$ cat src/rtl/iodec_bank_pkg.sv
// Shared definitions for the internal I/O page decoders: FSM encoding,
// default page bases and register index names.
package iodec_bank_pkg;

    typedef enum logic [2:0] {
        ST_IDLE   = 3'd0,
        ST_DECODE = 3'd1,
        ST_WAIT   = 3'd2,
        ST_EXT    = 3'd3,
        ST_ACK    = 3'd4
    } iodec_state_e;

    localparam logic [7:0] BASE_PAGE00 = 8'h00;
    localparam logic [7:0] BASE_PAGE02 = 8'h02;

    // Halfword register indices within a page.
    localparam int unsigned MEMC1 = 'h00;
    localparam int unsigned MEMC2 = 'h01;
    localparam int unsigned HC    = 'h02;
    localparam int unsigned VC    = 'h03;
    localparam int unsigned INT1  = 'h70;

endpackage

$ cat src/rtl/iodec_bank_match.sv
// Page hit and register index from a latched address; shared by every page
// decoder so the match rule lives in one place.
module iodec_bank_match
    import iodec_bank_pkg::*;
#(
    parameter int              AW   = 16,
    parameter logic [AW-9:0]   BASE = BASE_PAGE00,
    parameter int              NREG = 32,
    localparam int             IW   = $clog2(NREG)
) (
    input  logic [AW-1:0] a_i,
    input  logic          intdev_i,
    output logic          hit_o,
    output logic [IW-1:0] idx_o
);

    logic [6:0] off;
    logic       page_ok;
    logic       off_ok;

    // Offset bits above the index must be zero; a page with a
    // non-power-of-two register count also rejects the unused top indices.
    always_comb begin
        off     = a_i[7:1];
        idx_o   = a_i[IW:1];
        page_ok = (a_i[AW-1:8] == BASE);
        off_ok  = ((off >> IW) == 7'd0) && (32'(idx_o) < NREG);
        hit_o   = intdev_i && page_ok && off_ok;
    end

endmodule

$ cat src/rtl/iodec_bank.sv
// Registered decoder for one page of internal registers: sequences each
// access through decode, wait states or external acknowledge, then ack.
module iodec_bank
    import iodec_bank_pkg::*;
#(
    parameter int              AW      = 16,
    parameter logic [AW-9:0]   BASE    = BASE_PAGE00,
    parameter int              NREG    = 32,
    parameter int              WAIT    = 1,
    parameter logic [NREG-1:0] EXTMASK = '0,
    parameter int              TMO     = 15
) (
    input  logic            sys_clk,
    input  logic            reset,
    input  logic            req,
    input  logic            rw,
    input  logic [AW-1:0]   a,
    input  logic            intdev,
    input  logic            ext_ack,
    output logic            busy,
    output logic [NREG-1:0] rstb,
    output logic [NREG-1:0] wstb,
    output logic            ack,
    output logic            float,
    output logic            err,
    output iodec_state_e    state_o
);

    localparam int         IW         = $clog2(NREG);
    localparam logic [3:0] WCNT_INIT  = 4'(WAIT - 1);
    localparam logic [7:0] TCNT_LAST  = 8'(TMO - 1);

    iodec_state_e    state_q, state_d;
    logic [AW-1:0]   a_q, a_d;
    logic            rw_q, rw_d;
    logic            id_q, id_d;
    logic [3:0]      wcnt_q, wcnt_d;
    logic [7:0]      tcnt_q, tcnt_d;
    logic            busy_q, busy_d;
    logic [NREG-1:0] rstb_q, rstb_d;
    logic [NREG-1:0] wstb_q, wstb_d;
    logic            ack_q, ack_d;
    logic            float_q, float_d;
    logic            err_q, err_d;

    logic            hit;
    logic [IW-1:0]   idx;
    logic            ext_sel;

    iodec_bank_match #(
        .AW   (AW),
        .BASE (BASE),
        .NREG (NREG)
    ) u_match (
        .a_i      (a_q),
        .intdev_i (id_q),
        .hit_o    (hit),
        .idx_o    (idx)
    );

    assign ext_sel = EXTMASK[idx];

    always_comb begin
        state_d = state_q;
        a_d     = a_q;
        rw_d    = rw_q;
        id_d    = id_q;
        wcnt_d  = wcnt_q;
        tcnt_d  = tcnt_q;
        float_d = 1'b0;
        err_d   = 1'b0;
        rstb_d  = '0;
        wstb_d  = '0;

        case (state_q)
            ST_IDLE: begin
                if (req) begin
                    a_d     = a;
                    rw_d    = rw;
                    id_d    = intdev;
                    state_d = ST_DECODE;
                end
            end
            ST_DECODE: begin
                if (!hit) begin
                    float_d = rw_q;
                    state_d = ST_ACK;
                end else if (ext_sel) begin
                    tcnt_d  = '0;
                    state_d = ST_EXT;
                end else if (WAIT == 0) begin
                    state_d = ST_ACK;
                end else begin
                    wcnt_d  = WCNT_INIT;
                    state_d = ST_WAIT;
                end
            end
            ST_WAIT: begin
                if (wcnt_q == 4'd0) begin
                    state_d = ST_ACK;
                end else begin
                    wcnt_d = wcnt_q - 4'd1;
                end
            end
            ST_EXT: begin
                // An acknowledge in the timeout cycle still counts as success.
                if (ext_ack) begin
                    state_d = ST_ACK;
                end else if (tcnt_q == TCNT_LAST) begin
                    err_d   = 1'b1;
                    state_d = ST_ACK;
                end else begin
                    tcnt_d = tcnt_q + 8'd1;
                end
            end
            ST_ACK: begin
                state_d = ST_IDLE;
            end
            default: begin
                state_d = ST_IDLE;
            end
        endcase

        busy_d = (state_d != ST_IDLE);
        ack_d  = (state_d == ST_ACK);
        // Read select covers the whole data phase; write commits only at ack.
        if (hit && rw_q && ((state_d == ST_WAIT) || (state_d == ST_EXT) || (state_d == ST_ACK))) begin
            rstb_d[idx] = 1'b1;
        end
        if (hit && !rw_q && (state_d == ST_ACK)) begin
            wstb_d[idx] = 1'b1;
        end
    end

    always_ff @(posedge sys_clk or posedge reset) begin
        if (reset) begin
            state_q <= ST_IDLE;
            a_q     <= '0;
            rw_q    <= 1'b0;
            id_q    <= 1'b0;
            wcnt_q  <= '0;
            tcnt_q  <= '0;
            busy_q  <= 1'b0;
            rstb_q  <= '0;
            wstb_q  <= '0;
            ack_q   <= 1'b0;
            float_q <= 1'b0;
            err_q   <= 1'b0;
        end else begin
            state_q <= state_d;
            a_q     <= a_d;
            rw_q    <= rw_d;
            id_q    <= id_d;
            wcnt_q  <= wcnt_d;
            tcnt_q  <= tcnt_d;
            busy_q  <= busy_d;
            rstb_q  <= rstb_d;
            wstb_q  <= wstb_d;
            ack_q   <= ack_d;
            float_q <= float_d;
            err_q   <= err_d;
        end
    end

    assign busy    = busy_q;
    assign rstb    = rstb_q;
    assign wstb    = wstb_q;
    assign ack     = ack_q;
    assign float   = float_q;
    assign err     = err_q;
    assign state_o = state_q;

endmodule
$ cat config.mk
export PLATFORM = sky130hd
export DESIGN_NAME = iodec_bank
export DESIGN_NICKNAME = d
export VERILOG_FILES = /design/src/rtl/iodec_bank_pkg.sv /design/src/rtl/iodec_bank_match.sv /design/src/rtl/iodec_bank.sv
export SDC_FILE = /design/constraint.sdc
export NUM_CORES = 1
export LEC_CHECK = 0
export BUFFER_PORTS_ARGS = -buffer_cell sky130_fd_sc_hd__buf_2
export CAP_MARGIN = 5
export CORE_MARGIN = 10
export CORE_UTILIZATION = 58
export DETAILED_ROUTE_END_ITERATION = 10
export HOLD_SLACK_MARGIN = 0.05
export PLACE_DENSITY = 0.9
export SYNTH_ARGS = -nofsm -noshare
export SYNTH_HDL_FRONTEND = slang
export SYNTH_SLANG_ARGS = --single-unit
$ cat constraint.sdc
create_clock -name sys_clk -period 4.3 [get_ports sys_clk]
set_clock_uncertainty 0.1 [all_clocks]
set_input_delay 0.215 -clock sys_clk [delete_from_list [all_inputs] [get_ports sys_clk]]
set_output_delay 0.215 -clock sys_clk [all_outputs]
set_load 0.02 [all_outputs]
==> impl_results.md, run 1 <==
* Cells after synthesis at 345
* PortBufs at 91
* Endpoints failing hold at 0
* Synth area leader: dfrtp_1
* Fin area at 5150 um^2
* #FFs+latches synth at 100
* Sink Count at 100
* Synth Flop Type: dfrtp_1
* Syn_area_per_cell at 12.7 um^2
* Setup_tns at 0 ns
* Post-CTS Resized at 0
* Met3 usage at 0.0467
* # setup viols final at 0
* Starting Density at 0.600
* Critical path arrival at 2.70 ns
* Layout cells sized above 1 at 0.397
* Sequential-to-total area share from yosys stat at 0.572
* Setup slack after layout at 1.76 ns
* Cell Area, Synth at 4370 um^2
* Post-synth EDFFs at 0
* Most used routing layer: met2
* Ys async rst share at 1.00
* Top-count cell post-synth: dfrtp_1
* Inserted Clock Buffers at 9
* Clock latency on the worst-skew pair at 0.37 ns
* Max stage delay on crit path at 0.72 ns
* Clock root buffer: clkbuf_8
* Area grow syn2layout at 17.7%
* Hold slack at 0.168 ns
* DRT antenna net count at 0
* Crit Path Category: reg -> reg
* Nets at 459
* Core Region at 7290 um^2
* Via count at 3,047
* Pin count of the biggest net entering global routing at 55
* Worst-path clk slew at 0.10 ns
* Post-CTS Setup Repair Bufs at 0
* Routed len/inst at 18.1 um
* DRC at 0
* First-pass GRT wire length at 15,900 um
* Final period util at 0.590
* Grt met2 use at 0.289
* TritonRoute pass-1 iters at 4
* Site Rows at 31
* Top-area cell type share of the netlist area at 0.572
* Gr ovfl total at 0
* Total track usage at 0.171
* CTS tree: yes
* Relative slew slack at 0.189
* Max IR drop VDD at 185 uV
* Io pins at 93
* Post-Syn Nets at 371
* Met1 GRT Util at 0.201
* # diodes at 0
* Hpwl dp at 6430 um
* Crit end category: flip-flop
* WL final at 9720 um
* Post-synth top cells: 100 x dfrtp_1, 35 x nand2_1, 34 x nor4_1
* Fmax at 394 MHz
* Status: finished clean
* Yosys cell types at 47
* Critical Path RT at 4.46 ns
* Die Y at 107 um
* Max_cap viols at 0
* Startpoint types: flip-flop
* Power per cell area at 380 nW/um^2
* Crit-path slowest cell: o311a_2
* Vias in the first global route at 3,104
* Tmin final at 2.54 ns
* LEAKAGE at 2.38 nW
* Crit path max fanout at 34
* Top post-synthesis cells by area: dfrtp_1 57%, nor4_2 8.6%, nor4_1 4.9%, mux2_2 4.6%, nand2_1 3.0%
* Dpl ws at 1.81 ns
* H-tree levels at 3
* Pins Over Slew Limit at 0
* Yosys warns at 0
* CP Cell Sequence: inv_1 > ha_1 > or4b_1 > o311a_2 > nor4_1
* Unrepaired setup endpoints after global routing: false
* Gp weighted congestion at 0.817
* Initial antenna violation count at 0
* Fillcell total at 528
* Worst-margin pin slew at 1.21 ns
* Via density at 5.67
* Die Width at 107 um
* DP Area at 4760 um^2
* Iter 0 DRT Violations at 133
* Max clock buf depth at 2
* DIE AREA at 11,400 um^2
* Hold Path Class: in -> reg
==> state kept, by name (all words and copies together) (netlist names), 3 cells and up <==
signal / flops
rstb: 32
wstb: 32
state_o: 3
tcnt_q: 8
wcnt_q: 4
a_q: 15
==> layer usage <==
layer	vias up	wire length, um
li1	1428	-
met1	1507	4010
met2	97	4940
met3	15	616
met4	0	153
met5	-	0
==> critical path, delay by kind of cell, from the launching register on <==
family	cells	cell delay [ns]
AND/OR/NAND/NOR	2	0.92
AO/OA/AOI/OAI	1	0.72
adder cells (fa/ha/maj)	1	0.15
buffers and inverters	1	0.11
flip-flops	1	0.43
==> cell type report <==
class,count,area (um^2),area share
multi-input combinational,204,1640,0.318
inverter,6,25.0,0.00486
tap,99,124,0.0241
clock inverter,7,78.8,0.0153
timing repair buffer,112,661,0.128
sequential,100,2500,0.486
clock buffer,9,124,0.0241
==> timing repair <==
item | 4_1_cts | 5_1_grt
hold buffers | 19 | 0
hold endpoints to repair | 71 | 0
endpoints found under the setup margin | 0 | 0
==> layout by cell type (no fill, tap or decap), types with 3 or more instances in the layout <==
master,instances
and3_1,4
and3b_1,5
buf_2,91
clkbuf_8,9
dfrtp_1,100
dlygate4sd3_1,19
ha_1,4
inv_1,5
inv_6,4
mux2_2,18
nand2_1,35
nand3b_1,3
nand4_1,3
nor2_1,4
nor3_1,4
nor3b_1,7
nor4_1,34
nor4_2,30
o21ai_0,5
or2_2,3
or3_1,4
or3b_2,3
xnor2_1,5
==> kinds of logic (layout without fill, tap and decap cells) <==
group | count (synthesis) | after routing | synth area share
and+or+nand+nor | 159 | 159 | 0.271
DFF | 100 | 100 | 0.572
buffers and inverters | 41 | 134 | 0.0592
muxes | 18 | 18 | 0.0463
AOI/OAI and AO/OA | 16 | 16 | 0.0260
xor gates and xnor gates | 7 | 7 | 0.0140
adders and majority gates | 4 | 4 | 0.0114
==> power by group <==
part	switching, mW	internal, mW	leakage, nW
Clock	0.337	0.277	0.105
Combinational	0.172	0.113	0.925
Sequential	0.0723	0.988	1.35
Total	0.581	1.38	2.38
==> per-stage QoR <==
step	utilization	cells	total power [mW]
2_1_floorplan	-	345	1.28
3_3_place_gp	0.652	502	1.33
3_5_place_dp	0.652	502	1.35
4_1_cts	0.706	537	1.97
5_1_grt	0.706	537	2.04
6_report	0.706	537	1.96
==> path summary, 6_finish.rpt <==
check | slack [ns] | depth (start not counted) | to | from
worst max-delay path | 1.76 | 5 | wstb[2] | tcnt_q[0]
worst min-delay path | 0.17 | 3 | err | ext_ack
worst max register to register | 1.76 | 5 | wstb[2] | tcnt_q[0]
worst min register to register | 0.41 | 1 | tcnt_q[4] | tcnt_q[4]
max in group asynchronous | 2.68 | 4 | wcnt_q[1] | reset
min in group asynchronous | 0.38 | 3 | busy | reset
Power figures use the tool's default switching activity.
==> run 2, diff against run 1 <==
--- a/config.mk
+++ b/config.mk
@@ -8,10 +8,10 @@
 export BUFFER_PORTS_ARGS = -buffer_cell sky130_fd_sc_hd__buf_2
 export CAP_MARGIN = 5
 export CORE_MARGIN = 10
-export CORE_UTILIZATION = 58
+export CORE_UTILIZATION = 54
 export DETAILED_ROUTE_END_ITERATION = 10
 export HOLD_SLACK_MARGIN = 0.05
-export PLACE_DENSITY = 0.9
+export PLACE_DENSITY = 0.85
 export SYNTH_ARGS = -nofsm -noshare
 export SYNTH_HDL_FRONTEND = slang
 export SYNTH_SLANG_ARGS = --single-unit
==> constraint.sdc (replaced) <==
create_clock -name sys_clk -period 2.51 [get_ports sys_clk]
set_clock_uncertainty 0.1 [all_clocks]
set_input_delay 0.1255 -clock sys_clk [delete_from_list [all_inputs] [get_ports sys_clk]]
set_output_delay 0.1255 -clock sys_clk [all_outputs]
set_load 0.02 [all_outputs]
==> run 2 against run 1 <==
Compared with the run above:
- hold slack got worse by 0.050 ns
- maximum frequency up 8.9%
- die area grew 6.0%
- clock-buffer cell count stayed put
- sequential share of layout area shrank 1.4 points
- sequential power grew 71%
- non-clock buffer count rose by 13
- combinational power rose by 82%
- via count up 3.4%
- largest cell class unchanged
- final cell count rose by 3.0%
- global-route usage down 0.71 points
==> impl_results.md, run 2 (synthesis results as in run 1) <==
* Clock network power share at 0.296 (-0.018)
* DIE AREA at 12,100 um^2 (+6.0%)
* Die Width at 110 um (+3.0%)
* Area grow syn2layout at 21.1%
* Core Region at 7810 um^2 (+7.1%)
* Layout cells sized above 1 at 0.415 (+0.0174)
* Site Rows at 32 (+3.2%)
* TritonRoute pass-1 iters at 4 (unchanged)
* Total Power Consumption at 3.31 mW (+69%)
* CTS tree: yes
* Most common cell after layout, fill and taps aside: dfrtp_1
* Commonest cells after routing, fill and taps aside: 100 x dfrtp_1, 91 x buf_2, 35 x nand2_1
* Sink Count at 100 (unchanged)
* Inserted Clock Buffers at 9 (unchanged)
* Via density at 5.70 (+0.45%)
* LEAKAGE at 2.45 nW (+3.1%)
* Gr ovfl total at 0 (unchanged)
* Critical Path RT at 2.66 ns (-1.80 ns)
* Worst-margin pin slew at 0.782 ns (-0.432 ns)
* Fmax at 430 MHz (+8.9%)
* Storage cell area at 2500 um^2 (unchanged)
* PortBufs at 91 (unchanged)
* Startpoint types: flip-flop
* Initial antenna violation count at 0 (unchanged)
* Status: finished clean
* Dpl cells at 518 (+3.2%)
* Crit Path Category: reg -> reg
* Relative slew slack at 0.478 (+0.288)
* Pin count of the biggest net entering global routing at 36 (-35%)
* Hpwl dp at 6930 um (+7.9%)
* Dpl ws at 0.221 ns (-1.59 ns)
* First-pass GRT wire length at 15,800 um (-0.65%)
* Sequential share of power at 0.547 (+0.006)
* Die Y at 110 um (+3.0%)
* # diodes at 0 (unchanged)
* Iter 0 DRT Violations at 145 (+9.0%)
* Clock latency on the worst-skew pair at 0.36 ns (about the same)
* Starting Density at 0.560 (-0.0396)
* Vias in the first global route at 3,164 (+1.9%)
* Hold_sp: ext_ack
* Worst-path clk slew at 0.10 ns (about the same)
* Final period util at 0.927 (+0.338)
* DRT antenna net count at 0 (unchanged)
* Finished Layout Cells at 553 (+3.0%)
* Gate power share at 0.157 (+0.012)
* Max_cap viols at 0 (unchanged)
* Gp weighted congestion at 0.833 (+1.9%)
* Nets at 472 (+2.8%)
* Pins Over Slew Limit at 0 (unchanged)
* Setup_tns at 0 ns (unchanged)
* Critical Path Start: tcnt_q[0]
* Crit path max fanout at 34 (unchanged)
* Unrepaired setup endpoints after global routing: false
* Routed len/inst at 17.9 um (-1.1%)
* WL final at 9900 um (+1.9%)
* Switching Fraction at 0.305 (+0.00886)
* Worst r2r src: tcnt_q[0]
* Critical path arrival at 2.48 ns (-0.22 ns)
* Crit end category: flip-flop
* Max IR drop VDD at 315 uV (+71%)
* NetSw at 1.01 mW (+74%)
* Post-CTS Setup Repair Bufs at 0 (unchanged)
* Max clock buf depth at 2 (unchanged)
* Via count at 3,152 (+3.4%)
* Fillcell total at 579 (+9.7%)
* Design internal power at 2.30 mW (+67%)
* Crit-path slowest cell: or4b_1
* Hold Path Class: in -> reg
* Clock root buffer: clkbuf_8
* # setup viols final at 0 (unchanged)
* Setup slack after layout at 0.182 ns (-1.58 ns)
* Layout Utilization at 0.679 (-0.0277)
* DRC at 0 (unchanged)
* Io pins at 93 (unchanged)
* Endpoints failing hold at 0 (unchanged)
* Max stage delay on crit path at 0.56 ns (-0.16 ns)
* Tmin final at 2.33 ns (-0.208 ns)
* Total track usage at 0.164 (-0.00710)
* H-tree levels at 3 (unchanged)
* Area of the multi-input gates at 1640 um^2 (unchanged)
* CP Cell Sequence: inv_1 > ha_1 > or4b_1 > o311a_2 > buf_12 > nor4_1
* Power per cell area at 624 nW/um^2 (+64%)
[run 2: cell types whose count changed in the layout (fill, tap and decap cells not counted), sizes merged]
cell	before	now
clkinv	2	1
inv	10	11
clkinvlp	0	1
bufinv	1	0
buf	93	106
[run 2: what timing repair did]
item / 4_1_cts / 5_1_grt
gates resized for setup: 0 / 0
endpoints found under the setup margin: 0 / 0
hold buffers: 19 / 0
hold endpoints to repair: 50 / 0
[run 2: power groups by stage]
stage	combinational [mW]	sequential, mW	clock [mW]
global route	0.563	1.83	1.06
CTS	0.521	1.81	0.992
global placement	0.478	1.83	0
floorplan	0.402	1.78	0
finish	0.518	1.81	0.980
detailed placement	0.498	1.84	0
[run 2: path summary, 6_finish.rpt]
kind                                   to  slack (ns)  cells past startpoint
worst max-delay path              wstb[1]        0.18                      6
worst min-delay path                  err        0.12                      4
worst max register to register    wstb[1]        0.18                      6
worst min register to register  tcnt_q[4]        0.40                      1
max in group asynchronous       tcnt_q[7]        1.33                      4
min in group asynchronous       tcnt_q[3]        0.34                      3
[run 2: per-layer routing]
metal | up-vias | wire (um) | global-route usage
met2 | 113 | 5250 | 0.276
met1 | 1563 | 3770 | 0.199
met4 | 0 | 184 | 0.0762
li1 | 1462 | - | -
met3 | 14 | 704 | 0.0313
met5 | - | 0 | 0
[run 2: area by class of cell]
| type | count | area share |
|---|---|---|
| clock buffer | 9 | 0.0234 |
| clock inverter | 7 | 0.0116 |
| inverter | 6 | 0.00496 |
| multi-input combinational | 204 | 0.309 |
| sequential | 100 | 0.472 |
| tap | 102 | 0.0241 |
| timing repair buffer | 125 | 0.155 |
[run 2: critical path: cells and delay by family, from the launching register on]
family	cells	cell delay [ns]
buffers and inverters	2	0.29
flip-flops	1	0.43
AO/OA/AOI/OAI	1	0.41
adder cells (fa/ha/maj)	1	0.14
AND/OR/NAND/NOR	2	0.84
[run 2: metrics by stage]
stage / instance area [um^2] / hold slack, ns
floorplan: 4380 / 0.154
global placement: 4920 / 0.198
detailed placement: 4920 / 0.207
CTS: 5300 / 0.107
global route: 5300 / 0.116
finish: 5300 / 0.118
==> run 3, diff against run 2 <==
--- a/config.mk
+++ b/config.mk
@@ -5,13 +5,15 @@
 export SDC_FILE = /design/constraint.sdc
 export NUM_CORES = 1
 export LEC_CHECK = 0
+export ABC_AREA = 1
 export BUFFER_PORTS_ARGS = -buffer_cell sky130_fd_sc_hd__buf_2
 export CAP_MARGIN = 5
 export CORE_MARGIN = 10
-export CORE_UTILIZATION = 54
+export CORE_UTILIZATION = 41
+export CTS_BUF_LIST = sky130_fd_sc_hd__clkbuf_8 sky130_fd_sc_hd__clkbuf_16
 export DETAILED_ROUTE_END_ITERATION = 10
 export HOLD_SLACK_MARGIN = 0.05
-export PLACE_DENSITY = 0.85
+export PLACE_DENSITY = 0.7
 export SYNTH_ARGS = -nofsm -noshare
 export SYNTH_HDL_FRONTEND = slang
 export SYNTH_SLANG_ARGS = --single-unit
==> run 3 against run 2 <==
Compared with the run above:
- final cell count rose by 9.2%
- design area fell by 7.5%
- synthesized area fell by 9.4%
- power fell by 5.6%
- combinational power fell by 23%
- non-clock buffer count fell by 12
- setup slack improved by 0.29 ns
- utilization fell by 15 points
- die area rose by 16%
- global-route usage fell by 4.2 points
- highest routed layer unchanged
==> impl_results.md, run 3 <==
* Crit-path slowest cell: dfrtp_1
* Post-Syn Nets at 381 (+2.7%)
* Area grow syn2layout at 23.6%
* Via count at 2,645 (-16%)
* Crit end category: flip-flop
* Cells after synthesis at 355 (+2.9%)
* Final period util at 0.812 (-0.115)
* Max stage delay on crit path at 0.40 ns (-0.16 ns)
* Critical path arrival at 2.18 ns (-0.30 ns)
* Tmin final at 2.04 ns (-0.289 ns)
* H-tree levels at 3 (unchanged)
* Critical Path Start: tcnt_q[0]
* Nets at 496 (+5.1%)
* Cell Area, Synth at 3960 um^2 (-9.4%)
* Sink Count at 100 (unchanged)
* Yosys warns at 0 (unchanged)
* Hold Path Class: in -> async
* Endpoints failing hold at 0 (unchanged)
* Synth area leader: dfrtp_1
* Pins Over Slew Limit at 0 (unchanged)
* Synth Flop Type: dfrtp_1
* CTS tree: yes
* Worst r2r src: tcnt_q[0]
* Fmax at 490 MHz (+14%)
* #FFs+latches synth at 100 (unchanged)
* Relative slew slack at 0.516 (+0.0380)
* TritonRoute pass-1 iters at 4 (unchanged)
* Top-count cell post-synth: dfrtp_1
* Yosys cell types at 31 (-34%)
* Syn_area_per_cell at 11.2 um^2 (-12%)
* PortBufs at 91 (unchanged)
* Worst-margin pin slew at 0.724 ns (-0.0580 ns)
* CP endpoint: rstb[17]
* FF-to-FF End: rstb[17]
* Gp weighted congestion at 0.769 (-7.6%)
* Total Power Consumption at 3.12 mW (-5.6%)
* Post-CTS Resized at 0 (unchanged)
* Io pins at 93 (unchanged)
* Sequential-to-total area share from yosys stat at 0.631 (+0.0592)
* R2r worst-path depth at 10 (+4)
* Die Width at 118 um (+7.6%)
* Initial antenna violation count at 0 (unchanged)
* DIE AREA at 14,000 um^2 (+16%)
* First-pass GRT wire length at 14,100 um (-11%)
* R2r setup slk at 0.47 ns (+0.29 ns)
* Total track usage at 0.122 (-0.0419)
* Crit Path Category: reg -> reg
* Starting Density at 0.425 (-0.135)
* Max_cap viols at 0 (unchanged)
* Commonest cells after routing, fill and taps aside: 100 x dfrtp_1, 91 x buf_2, 60 x nor2_1
* Startpoint types: flip-flop
* Post-synth top cells: 100 x dfrtp_1, 60 x nor2_1, 56 x nand2_1
* Core Region at 9330 um^2 (+19%)
* Top post-synthesis cells by area: dfrtp_1 63%, nor2_1 5.7%, nand2_1 5.3%, nor2_2 4.7%, mux2_2 3.1%
* Top-area cell type share of the netlist area at 0.631 (+0.0592)
* Power per cell area at 637 nW/um^2 (+2.0%)
* Critical Path RT at 2.65 ns (about the same)
* Max clock buf depth at 2 (unchanged)
* Setup_tns at 0 ns (unchanged)
* Vias in the first global route at 2,848 (-10%)
* Status: finished clean
* CP Cell Sequence: inv_1 > ha_1 > nand4_2 > nand2_4 > nand2_4 > nor2_4 > nand2_4 > nand2_4 > buf_12 > nor2_2
* # diodes at 0 (unchanged)
* Worst-path clk slew at 0.10 ns (about the same)
* Via density at 4.38 (-23%)
* Clock root buffer: clkbuf_8
* Layout cells sized above 1 at 0.371 (-0.0441)
* Ys async rst share at 1.00 (unchanged)
* Clock latency on the worst-skew pair at 0.35 ns (about the same)
* Critical path's most frequent cell: nand2_4
* DRC at 0 (unchanged)
* Inserted Clock Buffers at 9 (unchanged)
* WL final at 8340 um (-16%)
* Most common cell after layout, fill and taps aside: dfrtp_1
* Post-synth EDFFs at 0 (unchanged)
* DRT antenna net count at 0 (unchanged)
* Die Y at 118 um (+7.6%)
* # setup viols final at 0 (unchanged)
* Site Rows at 35 (+9.4%)
* Routed len/inst at 13.8 um (-23%)
* Max IR drop VDD at 325 uV (+2.9%)
* Gr ovfl total at 0 (unchanged)
* Crit path max fanout at 18 (-47%)
* Iter 0 DRT Violations at 100 (-31%)
* Hpwl dp at 6080 um (-12%)
* Pin count of the biggest net entering global routing at 61 (+69%)
* Unrepaired setup endpoints after global routing: false
* LEAKAGE at 2.52 nW (+2.7%)
## run 3: cell count changes after synthesis, moves of 17 or more
cell     delta
inv_1      +17
nand2_1    +21
nor2_1     +56
nor2_2     +30
nor4_1     -34
nor4_2     -30
## run 3: report_power, final
group | total, mW | internal, mW | switching [mW]
clock | 0.974 | 0.387 | 0.586
combinational | 0.398 | 0.140 | 0.258
sequential | 1.75 | 1.69 | 0.0573
total | 3.12 | 2.22 | 0.901
## run 3: through the flow
step | hold slack [ns] | instances | setup slack, ns | util | area [um^2]
finish | 0.194 | 604 | 0.471 | 0.525 | 4900
global route | 0.207 | 604 | 0.311 | 0.525 | 4900
CTS | 0.186 | 604 | 0.454 | 0.525 | 4900
detailed placement | 0.0228 | 569 | 0.485 | 0.485 | 4520
global placement | 0.0222 | 569 | 0.514 | 0.485 | 4520
floorplan | 0.0990 | 355 | 0.908 | - | 3970
## run 3: kinds of logic (layout without fill, tap and decap cells)
logic type	after synthesis	in the layout	synth area share
simple gates	182	182	0.234
flops	100	100	0.631
buf+inv	37	157	0.0540
compound gates	14	14	0.0211
mux	11	11	0.0313
xor+xnor	7	7	0.0155
fa+ha+maj	4	4	0.0126
## run 3: how the worst min path moves through the flow
stage	cells past startpoint	startpoint	slack, ns	to
final	3	reset	0.19	tcnt_q[4]
after global routing	3	reset	0.21	tcnt_q[4]
after CTS	3	reset	0.19	tcnt_q[4]
after detailed placement	2	reset	0.02	tcnt_q[4]
after global placement	2	reset	0.02	tcnt_q[4]
after floorplan	1	ext_ack	0.1	err
## run 3: timing repair
item,CTS,global route
hold endpoints to repair,98,0
buffers inserted,0,0
hold buffers,19,0
## run 3: worst max-delay path, delay by kind of cell, from the launching register on
family                   cells  cell delay (ns)
AND/OR/NAND/NOR              7             0.89
flip-flops                   1             0.40
buffers and inverters        2             0.33
adder cells (fa/ha/maj)      1             0.20
## run 3: area by class of cell
type / count / area, um^2
inverter: 28 / 109
clock inverter: 7 / 63.8
timing repair buffer: 113 / 693
clock buffer: 9 / 124
tap: 129 / 161
fill: 837 / 4430
multi-input combinational: 218 / 1250
sequential: 100 / 2500
## run 3: layer usage
layer | vias up | global-route usage | wire (um)
met5 | - | 0 | 0
met4 | 0 | 0.0417 | 72
met3 | 5 | 0.0347 | 463
met2 | 61 | 0.211 | 4300
met1 | 1254 | 0.141 | 3510
li1 | 1325 | - | -
